===== config.mk =====
export PLATFORM = sky130hd
export DESIGN_NAME = dl_capture_ctrl
export DESIGN_NICKNAME = d
export VERILOG_FILES = /design/src/rtl/dl_capture_pkg.sv /design/src/rtl/dl_tx_fifo.sv /design/src/rtl/dl_capture_ctrl.sv
export SDC_FILE = /design/constraint.sdc
export NUM_CORES = 1
export LEC_CHECK = 0
export ABC_AREA = 1
export ABC_CLOCK_PERIOD_IN_PS = 5700
export CORE_ASPECT_RATIO = 1.5
export CORE_MARGIN = 4
export CORE_UTILIZATION = 55
export DETAILED_ROUTE_END_ITERATION = 12
export PLACE_DENSITY = 0.88
export SLEW_MARGIN = 20
export SYNTH_ARGS = -nofsm -noshare
export SYNTH_HDL_FRONTEND = slang
export SYNTH_SLANG_ARGS = --single-unit

===== constraint.sdc =====
create_clock -name i_clk -period 5.7 [get_ports i_clk]
set_input_delay 1.14 -clock i_clk [delete_from_list [all_inputs] [get_ports i_clk]]
set_output_delay 1.14 -clock i_clk [all_outputs]
set_load 0.005 [all_outputs]

===== src/rtl/dl_capture_pkg.sv =====
// Shared types and constants for the delay-line capture controller.
package dl_capture_pkg;

    typedef enum logic [3:0] {
        OP_LOAD   = 4'd0,
        OP_UNLOAD = 4'd1,
        OP_SAMPLE = 4'd2,
        OP_EDGE   = 4'd3,
        OP_ACCUM  = 4'd4,
        OP_STATUS = 4'd5
    } opcode_e;

    typedef enum logic [2:0] {
        ST_IDLE,
        ST_CAPTURE,
        ST_CALC,
        ST_ACCUM,
        ST_PUSH
    } state_e;

    localparam int STATUS_TIMEOUT = 7;
    localparam int STATUS_DROP    = 6;
    localparam int STATUS_ILLEGAL = 5;
    localparam int STATUS_FULL    = 4;

    localparam int ACCUM_MAX_K = 7;

endpackage


===== src/rtl/dl_tx_fifo.sv =====
// First-word-fall-through byte FIFO for the TX stream; DEPTH must be a power of 2.
module dl_tx_fifo #(
    parameter int WIDTH = 8,
    parameter int DEPTH = 4
) (
    input  logic             i_clk,
    input  logic             i_rst,
    input  logic             i_push,
    input  logic [WIDTH-1:0] i_data,
    output logic             o_full,
    input  logic             i_pop,
    output logic             o_empty,
    output logic [WIDTH-1:0] o_data
);
    localparam int AW = $clog2(DEPTH);

    logic [WIDTH-1:0] r_mem [DEPTH];
    logic [AW:0]      r_wr;
    logic [AW:0]      r_rd;
    logic             w_do_pop;
    logic             w_do_push;

    assign o_empty   = (r_wr == r_rd);
    assign o_full    = (r_wr[AW] != r_rd[AW]) && (r_wr[AW-1:0] == r_rd[AW-1:0]);
    assign w_do_pop  = i_pop && !o_empty;
    // A pop in the same cycle frees the slot being written when full.
    assign w_do_push = i_push && (!o_full || w_do_pop);
    assign o_data    = o_empty ? '0 : r_mem[r_rd[AW-1:0]];

    always_ff @(posedge i_clk or posedge i_rst) begin
        if (i_rst) begin
            r_wr <= '0;
            r_rd <= '0;
        end else begin
            if (w_do_push) r_wr <= r_wr + 1'b1;
            if (w_do_pop)  r_rd <= r_rd + 1'b1;
        end
    end

    always_ff @(posedge i_clk) begin
        if (w_do_push) r_mem[r_wr[AW-1:0]] <= i_data;
    end

endmodule


===== src/rtl/dl_capture_ctrl.sv =====
// Byte-command controller for a tapped delay line with a buffered TX stream.
// Define DL_BUBBLE_FILTER_EN to pass captured samples through a 3-tap majority filter.
//   state    | meaning
//   IDLE     | accept a command byte
//   CAPTURE  | waiting for i_dl_valid inside the capture window
//   CALC     | register edge position of the stored sample
//   ACCUM    | add edge position, decide on next sample or result
//   PUSH     | enqueue result byte(s), stalls while the FIFO is full
module dl_capture_ctrl
    import dl_capture_pkg::*;
#(
    parameter int DL_W       = 32,
    parameter int TX_DEPTH   = 4,
    parameter int CAP_WINDOW = 2
) (
    input  logic            i_clk,
    input  logic            i_rst,
    input  logic            i_valid,
    input  logic [7:0]      i_data,
    output logic            o_valid,
    input  logic            i_accept,
    output logic [7:0]      o_data,
    input  logic            i_dl_valid,
    input  logic [DL_W-1:0] i_dl,
    output logic            o_busy
);
    localparam int NBYTES      = DL_W / 8;
    localparam int BI_W        = (NBYTES > 1) ? $clog2(NBYTES) : 1;
    localparam int WIN_W       = (CAP_WINDOW > 2) ? $clog2(CAP_WINDOW) : 1;
    localparam int WIN_FIRST   = (CAP_WINDOW >= 2) ? CAP_WINDOW - 2 : 0;
    localparam int WIN_RESTART = (CAP_WINDOW >= 1) ? CAP_WINDOW - 1 : 0;
    localparam bit WIN_ONE     = (CAP_WINDOW <= 1);

    state_e            r_state, w_state_nx, w_win_nx;
    opcode_e           r_op, w_op, w_cur_op;
    logic [2:0]        r_k;
    logic [DL_W-1:0]   r_data, w_sample;
    logic [7:0]        r_edge, w_edge_pos, w_push_data, w_status;
    logic [14:0]       r_sum;
    logic [7:0]        r_cnt;
    logic [WIN_W-1:0]  r_win;
    logic [BI_W-1:0]   r_bidx;
    logic              r_abort, r_st_timeout, r_st_drop, r_st_illegal;
    logic              w_cmd, w_k_bad, w_illegal, w_capt_op, w_in_window;
    logic              w_cap, w_timeout, w_push, w_last, w_full, w_empty;
    logic [8:0]        w_cnt_nx, w_n;

    assign w_op        = opcode_e'(i_data[3:0]);
    assign w_cmd       = (r_state == ST_IDLE) && i_valid;
    assign w_k_bad     = (i_data[7:4] > 4'(ACCUM_MAX_K));
    assign w_illegal   = (i_data[3:0] > 4'(OP_STATUS)) || (w_op == OP_ACCUM && w_k_bad);
    assign w_capt_op   = w_cmd && (w_op == OP_SAMPLE || w_op == OP_EDGE ||
                                   (w_op == OP_ACCUM && !w_k_bad));
    assign w_cur_op    = (r_state == ST_IDLE) ? w_op : r_op;
    assign w_in_window = w_capt_op || (r_state == ST_CAPTURE);
    assign w_cap       = w_in_window && i_dl_valid;
    assign w_timeout   = w_in_window && !i_dl_valid &&
                         ((r_state == ST_IDLE) ? WIN_ONE : (r_win == '0));
    assign w_cnt_nx    = {1'b0, r_cnt} + 9'd1;
    assign w_n         = 9'd1 << r_k;
    assign w_last      = w_push && (r_op != OP_UNLOAD || r_bidx == '0);

`ifdef DL_BUBBLE_FILTER_EN
    always_comb begin
        w_sample = i_dl;
        for (int i = 1; i < DL_W - 1; i++)
            w_sample[i] = (i_dl[i-1] & i_dl[i]) | (i_dl[i] & i_dl[i+1]) | (i_dl[i-1] & i_dl[i+1]);
    end
`else
    assign w_sample = i_dl;
`endif

    // Ascending scan: the last hit is the highest 1->0 transition.
    always_comb begin
        w_edge_pos = 8'd0;
        for (int j = 1; j < DL_W; j++)
            if (r_data[j-1] && !r_data[j]) w_edge_pos = 8'(j + 1);
    end

    always_ff @(posedge i_clk or posedge i_rst) begin
        if (i_rst) r_state <= ST_IDLE;
        else       r_state <= w_state_nx;
    end

    always_comb begin
        w_state_nx = r_state;
        w_win_nx   = ST_CAPTURE;
        if (w_cap)          w_win_nx = (w_cur_op == OP_SAMPLE) ? ST_IDLE : ST_CALC;
        else if (w_timeout) w_win_nx = (w_cur_op == OP_SAMPLE) ? ST_IDLE : ST_PUSH;
        case (r_state)
            ST_IDLE: begin
                if (w_in_window)
                    w_state_nx = w_win_nx;
                else if (i_valid && (w_op == OP_UNLOAD || w_op == OP_STATUS))
                    w_state_nx = ST_PUSH;
            end
            ST_CAPTURE: w_state_nx = w_win_nx;
            ST_CALC:    w_state_nx = (r_op == OP_ACCUM) ? ST_ACCUM : ST_PUSH;
            ST_ACCUM:   w_state_nx = (w_cnt_nx == w_n) ? ST_PUSH : ST_CAPTURE;
            ST_PUSH:    if (w_last) w_state_nx = ST_IDLE;
            default:    w_state_nx = ST_IDLE;
        endcase
    end

    always_comb begin
        o_busy   = (r_state != ST_IDLE);
        w_push   = (r_state == ST_PUSH) && !w_full;
        w_status = 8'h00;
        w_status[STATUS_TIMEOUT] = r_st_timeout;
        w_status[STATUS_DROP]    = r_st_drop;
        w_status[STATUS_ILLEGAL] = r_st_illegal;
        w_status[STATUS_FULL]    = w_full;
        w_push_data = 8'h00;
        if (r_abort) w_push_data = 8'hFF;
        else begin
            case (r_op)
                OP_UNLOAD: w_push_data = 8'(r_data >> {r_bidx, 3'b000});
                OP_EDGE:   w_push_data = r_edge;
                OP_ACCUM:  w_push_data = 8'(r_sum >> r_k);
                OP_STATUS: w_push_data = w_status;
                default:   w_push_data = 8'h00;
            endcase
        end
    end

    always_ff @(posedge i_clk or posedge i_rst) begin
        if (i_rst) begin
            r_op         <= OP_LOAD;
            r_k          <= '0;
            r_data       <= '0;
            r_edge       <= '0;
            r_sum        <= '0;
            r_cnt        <= '0;
            r_win        <= '0;
            r_bidx       <= '0;
            r_abort      <= 1'b0;
            r_st_timeout <= 1'b0;
            r_st_drop    <= 1'b0;
            r_st_illegal <= 1'b0;
        end else begin
            if (w_cmd) begin
                r_op    <= w_op;
                r_k     <= i_data[6:4];
                r_abort <= 1'b0;
                r_sum   <= '0;
                r_cnt   <= '0;
                r_win   <= WIN_W'(WIN_FIRST);
                r_bidx  <= BI_W'(NBYTES - 1);
                if (w_op == OP_LOAD) r_data <= {r_data[DL_W-5:0], i_data[7:4]};
            end
            if (r_state == ST_CAPTURE) r_win <= r_win - 1'b1;
            if (r_state == ST_ACCUM) begin
                r_sum <= r_sum + 15'(r_edge);
                r_cnt <= r_cnt + 1'b1;
                r_win <= WIN_W'(WIN_RESTART);
            end
            if (w_cap) r_data <= w_sample;
            if (w_timeout && w_cur_op != OP_SAMPLE) r_abort <= 1'b1;
            if (r_state == ST_CALC) r_edge <= w_edge_pos;
            if (w_push && r_op == OP_UNLOAD) r_bidx <= r_bidx - 1'b1;
            // Clear on the status enqueue first so same-cycle events are not lost.
            if (w_push && r_op == OP_STATUS) begin
                r_st_timeout <= 1'b0;
                r_st_drop    <= 1'b0;
                r_st_illegal <= 1'b0;
            end
            if (w_timeout)                        r_st_timeout <= 1'b1;
            if (i_valid && r_state != ST_IDLE)    r_st_drop    <= 1'b1;
            if (w_cmd && w_illegal)               r_st_illegal <= 1'b1;
        end
    end

    dl_tx_fifo #(
        .WIDTH (8),
        .DEPTH (TX_DEPTH)
    ) u_tx_fifo (
        .i_clk   (i_clk),
        .i_rst   (i_rst),
        .i_push  (w_push),
        .i_data  (w_push_data),
        .o_full  (w_full),
        .i_pop   (i_accept),
        .o_empty (w_empty),
        .o_data  (o_data)
    );

    assign o_valid = !w_empty;

endmodule

; After elaboration in Yosys (flattened, before gate mapping)
; Memory sizes are Yosys's and may differ from the RTL's.
; Cells that the tools add are included.
[totals]
regBits = 86
mem_bits_rw = 32
input_bits = 45
word_cells = 222
mem_count = 1
[classes]
n_addsub = 7
order_cmp = 2
eq_ne = 22
n_shift = 3
mux = 65
bitwise = 1
reduce_logical = 106
[memory_table]
columns = memory, depth, width, rd, rd_clocked_by_memory_dff, wr, line_no
row1 = u_tx_fifo.r_mem, 4, 8, 1, 0, 1, dl_tx_fifo.sv:17  ; logic [WIDTH-1:0] r_mem [DEPTH];
[op_table]
columns = operator, count
row1 = two-way mux 8 bit, 34
row2 = two-way mux 32 bit, 3
row3 = logical AND 1 bit, 49
row4 = zero test 1 bit, 35
row5 = case mux 8 bit (4 select lines), 1
row6 = >> shifter 32 x 5 -> 8 bit, 1
row7 = two-way mux 15 bit, 2
row8 = two-way mux 3 bit, 8
row9 = "== test 4 x 2 -> 1 bit, second input constant", 4
row10 = "== test 4 x 3 -> 1 bit, second input constant", 4
row11 = nonzero test 2 bit, 8
row12 = adder 15 x 8 -> 15 bit, 1
row13 = case mux 3 bit (5 select lines), 1
row14 = >> shifter 15 x 3 -> 8 bit, 1
row15 = two-way mux 1 bit, 11
row16 = "adder 8 x 1 -> 9 bit, second input constant", 1
row17 = == test 9 bit, 1
row18 = "left shift 1 x 3 -> 9 bit, first input constant", 1
row19 = "adder 8 x 1 -> 8 bit, second input constant", 1
row20 = "== test 4 x 1 -> 1 bit, second input constant", 2
row21 = "greater-than comparator 4 x 3 -> 1 bit, second input constant", 2
row22 = two-way mux 2 bit, 4
row23 = logical OR 1 bit, 7
row24 = "adder 3 x 1 -> 3 bit, second input constant", 2
row25 = other kinds (19), 22

; Logic depth before layout (Yosys ltp)
[depth]
word_depth = 33
ltp_mapped = 20
ltp_nobuf = 20

; Cells and area by module
; A second synthesis with hierarchy kept.
[unflattened]
cells_unflattened = 929
area_unflattened_um2 = 7086.8
[by_module_without_submodules]
columns = module, n_inst, cells_each, area_per_inst_um2, seq_area_each_um2
row1 = dl_capture_ctrl, 1, 766, 5308.8, 1951.9
row2 = dl_tx_fifo, 1, 163, 1778.0, 1111.1

; Least setup slack after synthesis
; No wires, ideal clock.
[synth_timing]
path_kind = reg-to-output
from = reg u_tx_fifo.r_rd[0]
to = out o_data[6]
t_arrival_ns = 1.324
path_slack_ns = 3.236
stages_incl_launch_ff = 8
n_path_buf = 2
path_cell_list = dfrtp_1 buf_2 clkinv_1 buf_1 nor2_1 o32ai_1 nand2_1 inv_1
[synth_via]
elab_chain_cells = 2
word_cells_on_any_way = 3
cone_classes = eq/ne (1) / mux (1) / memory (1)
[synth_lines]
columns = item, line_no
row1 = "start, declared", dl_tx_fifo.sv:19  ; logic [AW:0] r_rd;
row2 = "start signal, assigned", dl_tx_fifo.sv:36  ; if (w_do_pop) r_rd <= r_rd + 1'b1;
row3 = memory read (4 x 8 bit) or == test 3 bit (tied branches), n/a
row4 = two-way mux 8 bit (*), dl_tx_fifo.sv:28  ; assign o_data = o_empty ? '0 : r_mem[r_rd[AW-1:0]];
row5 = "end, declared", dl_capture_ctrl.sv:22  ; output logic [7:0] o_data,
; Mark *: on every way between the ends. The rest lies on a longest branch, timed or not.

; Worst setup path after layout
; Ends and elaborated chain as after synthesis.

==> flow_summary.json <==
{
  "num_rows": 50,
  "io_pins": 55,
  "drive_gt1_share_pct": 8.13,
  "fmax_ghz": 0.255,
  "root_buffer": "clkbuf_16",
  "finalCritPeriodShare_pct": 68.9,
  "routed_wl_um": 18000,
  "grt_start_max_net_pins": 65,
  "core-area_um2": 12600,
  "chipHeight_um": 147,
  "crit_fanout": 19,
  "synth_most_common_cell": "nand2_1",
  "powerDensity_nw_per_um2": 511,
  "nFillCells": 1009,
  "clock_sinks": 116,
  "grt_pass1_vias": 6218,
  "fp.dieW_um": 101,
  "cp.required_ns": 4.56,
  "hold_end": "u_tx_fifo.r_wr[2]",
  "yosys_register_bits": 116,
  "synth_top_area_share_pct": 29.7,
  "critPathSlowestCell": "dfrtp_1",
  "seqCellArea_um2": 3060,
  "rr_endpoint": "u_tx_fifo.r_mem[0][3]",
  "synth_edf_count": 32,
  "grt_antenna_before_repair": 0,
  "crit_family": "buffers and inverters",
  "cts_max_level": 4,
  "vias_per_cell": 5.76,
  "drcViolationCount": 0,
  "min_path_type": "reg2reg",
  "hold_violations": 0,
  "cp-start-kind": "register",
  "cts_setup_buffers": 0,
  "reg2reg_slack_ns": 3.09,
  "cts_buffers": 17,
  "syn_area_um2": 7080,
  "finalPower_mw": 4.19,
  "post-route-min-period_ns": 3.93,
  "synth-seq-area-share_pct": 43.3,
  "slew_violations": 0,
  "grt_pass1_wl_um": 29200,
  "dpl.hpwl_um": 13300,
  "first_pass_iters": 5,
  "tritoncts": "yes",
  "ir_drop_mv": 0.236,
  "syn_inst": 892,
  "setup_tns_ns": 0,
  "cap_violations": 0,
  "drt-initial-drc-count": 393,
  "clk_latency_ns": 0.42,
  "grt-ovfl-total": 0,
  "syn_avg_cell_area_um2": 7.94,
  "arrival_ns": 2.79,
  "port_buffers": 54,
  "crit_type": "reg2out",
  "drtAntennaViolNets": 0,
  "p_leak_nw": 3.71,
  "synth_nets": 951,
  "rr_worst_depth": 4,
  "diodes": 0,
  "vias": 6356,
  "async_flop_share_pct": 72.4,
  "r2r-start": "u_tx_fifo.r_rd[0]",
  "min_path_cells": 1,
  "cts_hold_buf": 0,
  "critPathBufInv": 3,
  "synth_area_leaders": "dfrtp_1 30%, edfxtp_1 14%, nand2_1 9.8%",
  "synth_commonest_cells": "184 x nand2_1, 153 x inv_1, 86 x nor2_1, 84 x dfrtp_1, 84 x o21ai_0",
  "gp_congestion": 0.968,
  "crit_path_end_kind": "output port",
  "initial_utilization_pct": 56.3,
  "ctsResizeCount": 0,
  "grt_usage_pct": 25.2,
  "synth-main-ff-cell": "dfrtp_1",
  "setup_viol": 0,
  "ys_types": 53,
  "max_slew_margin_pct": 44.1,
  "worstHoldStart": "u_tx_fifo.r_wr[2]",
  "wl_per_cell_um": 16.3,
  "fin_nets": 993,
  "dieArea_um2": 14800,
  "area_growth_pct": 15.8,
  "synth_top_cell_by_area": "dfrtp_1",
  "worst_pin_slew_ns": 0.836,
  "clk_pin_slew_ns": 0.06,
  "synth.yosys.warnings": 0,
  "status": "finished clean",
  "multiInputGateArea_um2": 3210,
  "slowest_delay_ns": 0.74,
  "rsz0062_at_grt": "no",
  "cp_cell_sequence": "clkinv_1 -> nor2_1 -> o32ai_1 -> nand2_1 -> inv_1 -> clkdlybuf4s50_1",
  "clockBufferDepth": 2,
  "skew_ns": 0.00858
}
[worst max-delay path by stage]
stage | from | endpoint | slack (ns) | cells after the start
2_1_floorplan | i_rst | r_abort | 2.39 | 1
3_3_place_gp | i_valid | r_data[30] | 2.33 | 10
5_1_grt | u_tx_fifo.r_rd[0] | o_data[6] | 1.62 | 6
3_5_place_dp | i_valid | r_data[6] | 2.30 | 10
4_1_cts | u_tx_fifo.r_rd[0] | o_data[6] | 1.82 | 6
6_report | u_tx_fifo.r_rd[0] | o_data[6] | 1.77 | 6
[kinds of logic after synthesis]
logic type	share of synthesized area, %
flops	43.3
buf+inv	11.5
fa+ha+maj	2.58
mux	0.300
xor+xnor	2.23
simple gates	20.5
compound gates	19.7
[state kept, by name (all words and copies together) (netlist names)]
signal,count
r_st_illegal,1
r_state,3
r_bidx,2
r_data,32
r_cnt,8
r_win,1
r_sum,15
u_tx_fifo.r_rd,3
r_abort,1
r_st_timeout,1
r_op,4
r_st_drop,1
u_tx_fifo.r_wr,3
u_tx_fifo.r_mem,32
r_edge,6
r_k,3
[cells in the final DEF, fill, tap and decap left out, types with 3 or more instances in the layout]
cell,count
o211ai_1,4
xnor2_1,9
edfxtp_1,32
clkinv_2,7
clkbuf_16,17
ha_1,13
clkinv_4,4
clkinvlp_4,3
o21ai_0,84
o32ai_1,8
inv_2,3
nand3_1,35
clkdlybuf4s50_1,54
xor2_1,9
o211ai_2,24
nand3b_1,3
dfrtp_1,84
o21ai_1,25
nand2_1,184
nor3_1,6
nand4_1,11
a21oi_1,31
inv_1,152
clkinv_1,3
nor2_1,86
nor2_4,3
o22ai_1,9
o221ai_1,12
[metal layers]
layer / track usage (%) / wire (um) / part of all wire (%)
met3: 4.47 / 931 / 5.2
met4: 16.5 / 1070 / 5.9
met1: 26.3 / 6210 / 35
met2: 45.0 / 9770 / 54
met5: 0 / 0 / 0
[through the flow]
stage               hold WS (ns)  worst slack (ns)  instance area, um^2  std cells  utilization [%]
global route               0.506              1.62                 8200       1103             65.2
floorplan                  0.458              2.39                 7080        892                -
finish                     0.488              1.77                 8200       1103             65.2
detailed placement         0.480              2.30                 7630       1071             60.7
global placement           0.474              2.33                 7630       1071             60.7
CTS                        0.488              1.82                 8200       1103             65.2
[area by class of cell]
type / count / area share (%)
flip-flops and latches: 116 / 37.3
clock buffers: 18 / 5.23
clock inverters: 14 / 1.69
well taps: 156 / 2.38
multi-input cells: 582 / 39.1
inverters: 161 / 7.48
repair buffers: 56 / 6.77
[where the power goes]
part	internal (mW)	total, mW	switching, mW
logic	0.685	1.72	1.04
registers	1.15	1.44	0.293
clock network	0.638	1.02	0.386
total	2.47	4.19	1.72
No activity file was read; power rests on OpenSTA's default activity.
